`src/rtl/fetch_sequencer.sv`:
```
// Instruction fetch sequencer: requests 4-word cache lines and issues one 16-bit word per handshake.
// Optional macro FETCH_PREFETCH_EN adds a second line buffer that prefetches the next sequential line.
module fetch_sequencer (
  input  logic        clk,
  input  logic        rst,
  output logic        lineReq,
  output logic [15:0] lineAddr,
  input  logic        lineValid,
  input  logic [63:0] lineData,
  output logic [15:0] instr,
  output logic [15:0] instrPC,
  output logic        instrValid,
  input  logic        instrReady,
  input  logic        redirect,
  input  logic [15:0] redirectPC
);

  typedef enum logic {FETCH = 1'b0, ISSUE = 1'b1} state_e;

  state_e      state_q, state_d;
  logic [15:0] pc_q, pc_d;
  logic [1:0]  sel_q, sel_d;
  logic [63:0] buf_q, buf_d;
  logic        line_req_q, line_req_d;
  logic [15:0] line_addr_q, line_addr_d;
  logic        instr_valid_q, instr_valid_d;
  logic [15:0] instr_q, instr_d;
  logic [15:0] instr_pc_q, instr_pc_d;
  logic        line_take_s;
  logic        hs_s;
  logic [15:0] pc_inc_s;
`ifdef FETCH_PREFETCH_EN
  logic [63:0] pf_q, pf_d;
  logic        pf_valid_q, pf_valid_d;
`endif

  function automatic logic [15:0] word_of(input logic [63:0] line, input logic [1:0] k);
    case (k)
      2'd0:    word_of = line[15:0];
      2'd1:    word_of = line[31:16];
      2'd2:    word_of = line[47:32];
      2'd3:    word_of = line[63:48];
      default: word_of = 16'h0000;
    endcase
  endfunction

  // A returned line is only meaningful while our own request is still raised.
  assign line_take_s = lineValid & line_req_q;
  assign hs_s        = instr_valid_q & instrReady;
  assign pc_inc_s    = pc_q + 16'd1;

  // Next-state, buffer and registered-output computation.
  always_comb begin
    state_d       = state_q;
    pc_d          = pc_q;
    sel_d         = sel_q;
    buf_d         = buf_q;
    line_req_d    = line_req_q;
    line_addr_d   = line_addr_q;
    instr_valid_d = instr_valid_q;
    instr_d       = instr_q;
    instr_pc_d    = instr_pc_q;
`ifdef FETCH_PREFETCH_EN
    pf_d          = pf_q;
    pf_valid_d    = pf_valid_q;
`endif
    if (redirect) begin
      state_d       = FETCH;
      pc_d          = redirectPC;
      sel_d         = 2'd0;
      buf_d         = 64'd0;
      line_req_d    = 1'b0;
      line_addr_d   = {redirectPC[15:2], 2'b00};
      instr_valid_d = 1'b0;
`ifdef FETCH_PREFETCH_EN
      pf_d          = 64'd0;
      pf_valid_d    = 1'b0;
`endif
    end else begin
      case (state_q)
        FETCH: begin
          if (line_take_s) begin
            state_d       = ISSUE;
            buf_d         = lineData;
            sel_d         = pc_q[1:0];
            instr_valid_d = 1'b1;
            instr_d       = word_of(lineData, pc_q[1:0]);
            instr_pc_d    = pc_q;
`ifdef FETCH_PREFETCH_EN
            line_req_d    = 1'b1;
            line_addr_d   = {pc_q[15:2] + 14'd1, 2'b00};
`else
            line_req_d    = 1'b0;
`endif
          end else begin
            line_req_d  = 1'b1;
            line_addr_d = {pc_q[15:2], 2'b00};
          end
        end
        ISSUE: begin
`ifdef FETCH_PREFETCH_EN
          if (line_take_s) begin
            pf_d       = lineData;
            pf_valid_d = 1'b1;
            line_req_d = 1'b0;
          end else begin
            pf_d       = pf_q;
            pf_valid_d = pf_valid_q;
          end
`endif
          if (hs_s) begin
            pc_d       = pc_inc_s;
            instr_pc_d = pc_inc_s;
            if (sel_q != 2'd3) begin
              sel_d   = sel_q + 2'd1;
              instr_d = word_of(buf_q, sel_q + 2'd1);
            end else begin
              // Last word of the line: either promote the prefetched line or go fetch.
              state_d       = FETCH;
              sel_d         = 2'd0;
              instr_valid_d = 1'b0;
              line_req_d    = 1'b1;
              line_addr_d   = {pc_inc_s[15:2], 2'b00};
`ifdef FETCH_PREFETCH_EN
              if (pf_valid_q || line_take_s) begin
                state_d       = ISSUE;
                buf_d         = pf_valid_q ? pf_q : lineData;
                instr_d       = word_of(pf_valid_q ? pf_q : lineData, 2'd0);
                instr_valid_d = 1'b1;
                pf_valid_d    = 1'b0;
                line_addr_d   = {pc_inc_s[15:2] + 14'd1, 2'b00};
              end else begin
                pf_valid_d = pf_valid_q;
              end
`endif
            end
          end else begin
            pc_d = pc_q;
          end
        end
        default: begin
          state_d = FETCH;
        end
      endcase
    end
  end

  // State and output registers.
  always_ff @(posedge clk or posedge rst) begin
    if (rst) begin
      state_q       <= FETCH;
      pc_q          <= 16'h0000;
      sel_q         <= 2'd0;
      buf_q         <= 64'd0;
      line_req_q    <= 1'b0;
      line_addr_q   <= 16'h0000;
      instr_valid_q <= 1'b0;
      instr_q       <= 16'h0000;
      instr_pc_q    <= 16'h0000;
`ifdef FETCH_PREFETCH_EN
      pf_q          <= 64'd0;
      pf_valid_q    <= 1'b0;
`endif
    end else begin
      state_q       <= state_d;
      pc_q          <= pc_d;
      sel_q         <= sel_d;
      buf_q         <= buf_d;
      line_req_q    <= line_req_d;
      line_addr_q   <= line_addr_d;
      instr_valid_q <= instr_valid_d;
      instr_q       <= instr_d;
      instr_pc_q    <= instr_pc_d;
`ifdef FETCH_PREFETCH_EN
      pf_q          <= pf_d;
      pf_valid_q    <= pf_valid_d;
`endif
    end
  end

  assign lineReq    = line_req_q;
  assign lineAddr   = line_addr_q;
  assign instrValid = instr_valid_q;
  assign instr      = instr_q;
  assign instrPC    = instr_pc_q;

endmodule

```
`config.mk`:
```
export PLATFORM = sky130hd
export DESIGN_NAME = fetch_sequencer
export DESIGN_NICKNAME = d
export VERILOG_FILES = /design/src/rtl/fetch_sequencer.sv
export SDC_FILE = /design/constraint.sdc
export NUM_CORES = 1
export LEC_CHECK = 0
export ABC_AREA = 1
export CELL_PAD_IN_SITES_DETAIL_PLACEMENT = 1
export CELL_PAD_IN_SITES_GLOBAL_PLACEMENT = 2
export CORE_UTILIZATION = 28
export CTS_CLUSTER_SIZE = 28
export DETAILED_ROUTE_END_ITERATION = 6
export GPL_ROUTABILITY_DRIVEN = 0
export PLACE_DENSITY = 0.77
export REMOVE_ABC_BUFFERS = 1
export SYNTH_ARGS = -nofsm -noshare
export SYNTH_HDL_FRONTEND = slang
export SYNTH_SLANG_ARGS = --single-unit
export TNS_END_PERCENT = 5
```
`constraint.sdc`:
```
create_clock -name clk -period 12.5 [get_ports clk]
set_input_delay 2.5 -clock clk [delete_from_list [all_inputs] [get_ports clk]]
set_output_delay 2.5 -clock clk [all_outputs]
set_load 0.05 [all_outputs]
```
## After elaboration in Yosys (flattened, before gate mapping)

Cells that the tools add are included.

| word-level totals | value |
|---|---|
| bits in registers | 133 |
| logic and storage cells | 82 |

| operators by class | value |
|---|---|
| add/sub/neg operators | 2 |
| equal/unequal tests | 15 |
| mux-type cells | 39 |
| bitwise logic cells | 4 |
| reductions and logical operators | 13 |

Operators with widths:

| operator | count |
|---|---|
| two-way mux 64 bit | 3 |
| two-way mux 16 bit | 11 |
| one-hot mux 16 bit (4 select lines) | 2 |
| one-hot mux 16 bit (2 select lines) | 3 |
| adder 16 x 1 -> 16 bit, second input constant | 1 |
| two-way mux 1 bit | 12 |
| inequality test 3 bit, second input constant | 3 |
| AND reduction 3 bit | 3 |
| equality test 2 bit, second input constant | 4 |
| two-way mux 2 bit | 4 |
| AND reduction 2 bit | 4 |
| inequality test 2 bit, second input constant | 3 |
| one-hot mux 1 bit (2 select lines) | 3 |
| nonzero test 2 bit | 3 |
| equality test 2 x 1 -> 1 bit, second input constant | 2 |
| zero test 2 bit | 2 |
| inequality test 2 x 1 -> 1 bit, second input constant | 2 |
| one-hot mux 2 bit (2 select lines) | 1 |
| AND reduction 4 bit | 1 |
| inequality test 3 x 2 -> 1 bit, second input constant | 1 |
| adder 2 x 1 -> 2 bit, second input constant | 1 |
| bitwise AND 1 bit | 2 |
| inverter 1 bit | 2 |

## Logic depth before layout (Yosys ltp)

| depth | value |
|---|---|
| depth in word-level cells | 6 |
| gate-level depth with buffers | 12 |
| mapped depth without buffers | 10 |

## Least setup slack after synthesis

No wires, ideal clock.

| timing path | value |
|---|---|
| kind | input-to-reg |
| start | input redirect |
| end | register instr_q[0] (netlist: instr[0]) |
| setup time | 118 ps |
| arrival | 3,459 ps |
| required time | 12,382 ps |
| slack | 8,923 ps |
| stages | 10 |
| path buffers | 2 |
| cells stage by stage | buf_2 > nor2_4 > inv_2 > nor2_8 > inv_4 > nand2_8 > nand2_8 > buf_2 > nand2_1 > nand2_1 |

| on the way | value |
|---|---|
| word-level cells in the longest chain between the ends | 2 |

Ends and longest elaborated chain:

| item | RTL line | text |
|---|---|---|
| start, declared | 14 | `input logic redirect,` |
| inverter 1 bit (no source line) | - |  |
| AND reduction 4 bit (no source line) | - |  |
| end signal, assigned | 172 | `instr_q <= instr_d;` |
| end, declared | 27 | `logic [15:0] instr_q, instr_d;` |

Every way passes these cells.
A chain may end at the register's enable or synchronous reset.

## Worst setup path in the final report

| timing path | value |
|---|---|
| start | input redirect |
| end | register buf_q[12] |

| on the way | value |
|---|---|
| word-level cells in the longest chain between the ends | 2 |
| elaborated cells between the ends (all ways) | 4 |
| those cells by class | eq/ne: 1; mux: 1; reduce/logical: 2 |

Ends and longest elaborated chain:

| item | RTL line | text |
|---|---|---|
| inequality test 2 bit (no source line) / nonzero test 2 bit (equally long branches) | - |  |
| AND reduction 2 bit (no source line) | - |  |
| end signal, assigned | 168 | `buf_q <= buf_d;` |
| end, declared | 23 | `logic [63:0] buf_q, buf_d;` |

Parallel ways exist; a longest one is shown, timed or not.

==> run_results.csv <==
group,metric,value,unit
outcome,status,"complete, no violations",
detailed_routing,wirelength,24710,um
synth,synth_common_cells,"249 x nand2_1, 131 x dfrtp_1, 113 x inv_1",
timing,fmax,212.1,MHz
grt,antenna_found_initial,0,
synth,yosys.area.top_type_share,47.14,%
power,powerDensity,174.4,nW/um2
clock_tree,cts_buffer_depth,2,
clock_tree,cts_tree,"built",
finish,drive_gt1_share,5.341,%
floorplan,die_w,159.6,um
power,p_total,1.577,mW
worst_setup_path,crit_arrival,5.04,ns
synth,yosysTopAreaCell,"dfrtp_1",
worst_setup_path,endpoint_kind,"register",
detailed_routing,vias,6591,
floorplan,std_cell_rows,57,
finish,syn2layout_area_growth,30.01,%
timing,setup_tns,0,ns
timing,hold_viol,0,
placed_design,numPortBuffers,132,
clock_tree,cts_buffers,17,
clock_tree,ctsHoldBuffers,0,
floorplan,io_pins,135,
detailed_routing,drc,0,
synth,synth.ff_latch_count,131,
finish,fin_nets,1092,
grt,grt_usage,20.16,%
detailed_routing,ant_nets,0,
synth,synth_seq_area_share,47.14,%
run,cap_violations,0,
detailed_routing,drt-initial-drc-count,306,
clock_tree,insertion_delay,0.43,ns
detailed_routing,via_per_inst,4.937,
synth,synth_cells,894,
synth,ys_warn_count,0,
clock_tree,clkSinkCount,131,
timing,slew_violations,0,
detailed_routing,wl_per_cell,18.51,um
timing,fin_skew,0.01240,ns
floorplan,initial_utilization,28.59,%
floorplan,core,24320,um2
timing,max_slew_margin,22.58,%
placed_design,dp_hpwl,15840,um
grt,grt_pass1_wl,39830,um
synth,synth_area,6954,um2
floorplan,dieArea,25470,um2
synth,synth_most_common_cell,"nand2_1",
hold_path,hp-class,"register to register",
clock_tree,post-cts-setup-buffer-count,0,
grt,grt_pass1_vias,7080,
grt,grt_overflow_total,0,
finish,antenna_cells,0,
synth,ys_async_sr_fraction,100.0,%
synth,synth_area_leaders,"dfrtp_1 47%, nand2_1 13%, inv_1 6.1%",
finish,fillers,2953,
detailed_routing,first_pass_iters,4,
worst_setup_path,required,12.83,ns
power,power.static_leakage,4.151,nW
power,ir_drop,0.07957,mV
worst_setup_path,critical_path_class,"input port to register",
timing,tightest_slew,1.160,ns
timing,rsz0062_at_grt,"no",
synth,yosys_most_used_dff,"dfrtp_1",
grt,grt_max_degree,72,
synth,avgSynthCellArea,7.779,um2
synth,synthDistinctLibCells,32,
timing,finalSetupViolations,0,
floorplan,fp.dieH,159.6,um
timing,fin_crit,4.715,ns
clock_tree,cts_resized,0,
clock_tree,path_clk_slew,0.06,ns
clock_tree,cts_htree_levels,4,
synth,synth-edff-count,0,
worst_setup_path,path_max_fanout,65,
clock_tree,cts-root-buf,"clkbuf_16",
worst_setup_path,crit_path_start_kind,"input port",
timing,period_share,37.72,%
## cells in the final DEF, fill, tap and decap left out, types with 17 or more instances in the layout
cell type        Yosys  final
o21ai_0             74     74
inv_1              113    112
o221ai_1            37     37
dfrtp_1            131    131
nor2_1              34     34
o22ai_1             33     33
clkdlybuf4s50_1      0    132
clkbuf_16            0     17
nand3_1             54     54
a21oi_1             60     60
nand2_1            249    249
## power breakdown
group,total (mW),internal (mW),switching [mW]
combinational,0.541,0.175,0.366
sequential,0.552,0.498,0.0535
clock,0.484,0.284,0.200
total,1.58,0.957,0.620
## kinds of logic after synthesis
| kind of cell | after synthesis | share of synthesized area [%] |
|---|---|---|
| compound gates | 224 | 19.09 |
| xor+xnor | 5 | 0.6297 |
| fa+ha+maj | 9 | 1.619 |
| buf+inv | 176 | 10.47 |
| flops | 131 | 47.14 |
| other cells | 1 | 0.05392 |
| simple gates | 348 | 21.00 |
## worst paths after layout
path / from / to / slack [ns] / depth (start not counted)
worst max-delay path: redirect / buf_q[12] / 7.78 / 9
worst min-delay path: instrPC[5] / instrPC[5] / 0.48 / 2
worst max register to register: state_q / buf_q[12] / 9.79 / 8
worst min register to register: instrPC[5] / instrPC[5] / 0.48 / 2
max in group asynchronous: rst / buf_q[14] / 8.50 / 3
min in group asynchronous: rst / lineAddr[4] / 2.53 / 2
## metrics by stage
stage                     util (%)  setup slack (ns)  instances  area (um2)  hold slack (ns)
after CTS                    37.18             7.765       1335        9041           0.4888
after floorplan                  -             6.502        841        6700           0.4533
after global placement       34.86             7.407       1303        8477           0.4673
after detailed placement     34.86             7.349       1303        8477           0.4725
after global routing         37.18             7.531       1335        9041           0.5110
final                        37.18             7.785       1335        9041           0.4826
## worst max-delay path, stage by stage
cell and delay [ns]:
clkdlybuf4s50_1 0.45, buf_4 0.34, nor2_4 0.07, inv_2 0.13, o21ai_2 0.06, buf_4 0.25
inv_2 0.87, nand3_1 0.19, o21ai_0 0.14
## routing by layer
| metal | routed length [um] | track usage (%) |
|---|---|---|
| met1 | 11410 | 26.24 |
| met2 | 11940 | 34.50 |
| met3 | 998 | 3.126 |
| met4 | 354 | 5.682 |
| met5 | 0 | 0 |
## state kept, by name (all words and copies together) (netlist names)
register	count
buf_q	64
instr	16
instrPC	16
instrValid	1
lineAddr	14
lineReq	1
pc_q	16
sel_q	2
state_q	1
## final cells by class
| cell class | count | area [um2] | share of cell area (%) |
|---|---|---|---|
| inverter | 122 | 475.5 | 5.259 |
| timing repair buffer | 138 | 1366 | 15.11 |
| clock buffer | 20 | 456.7 | 5.051 |
| tap | 324 | 405.4 | 4.484 |
| multi-input combinational | 588 | 2952 | 32.65 |
| clock inverter | 12 | 107.6 | 1.190 |
| sequential | 131 | 3278 | 36.26 |
Note: power is estimated with default switching activity, not from simulation.
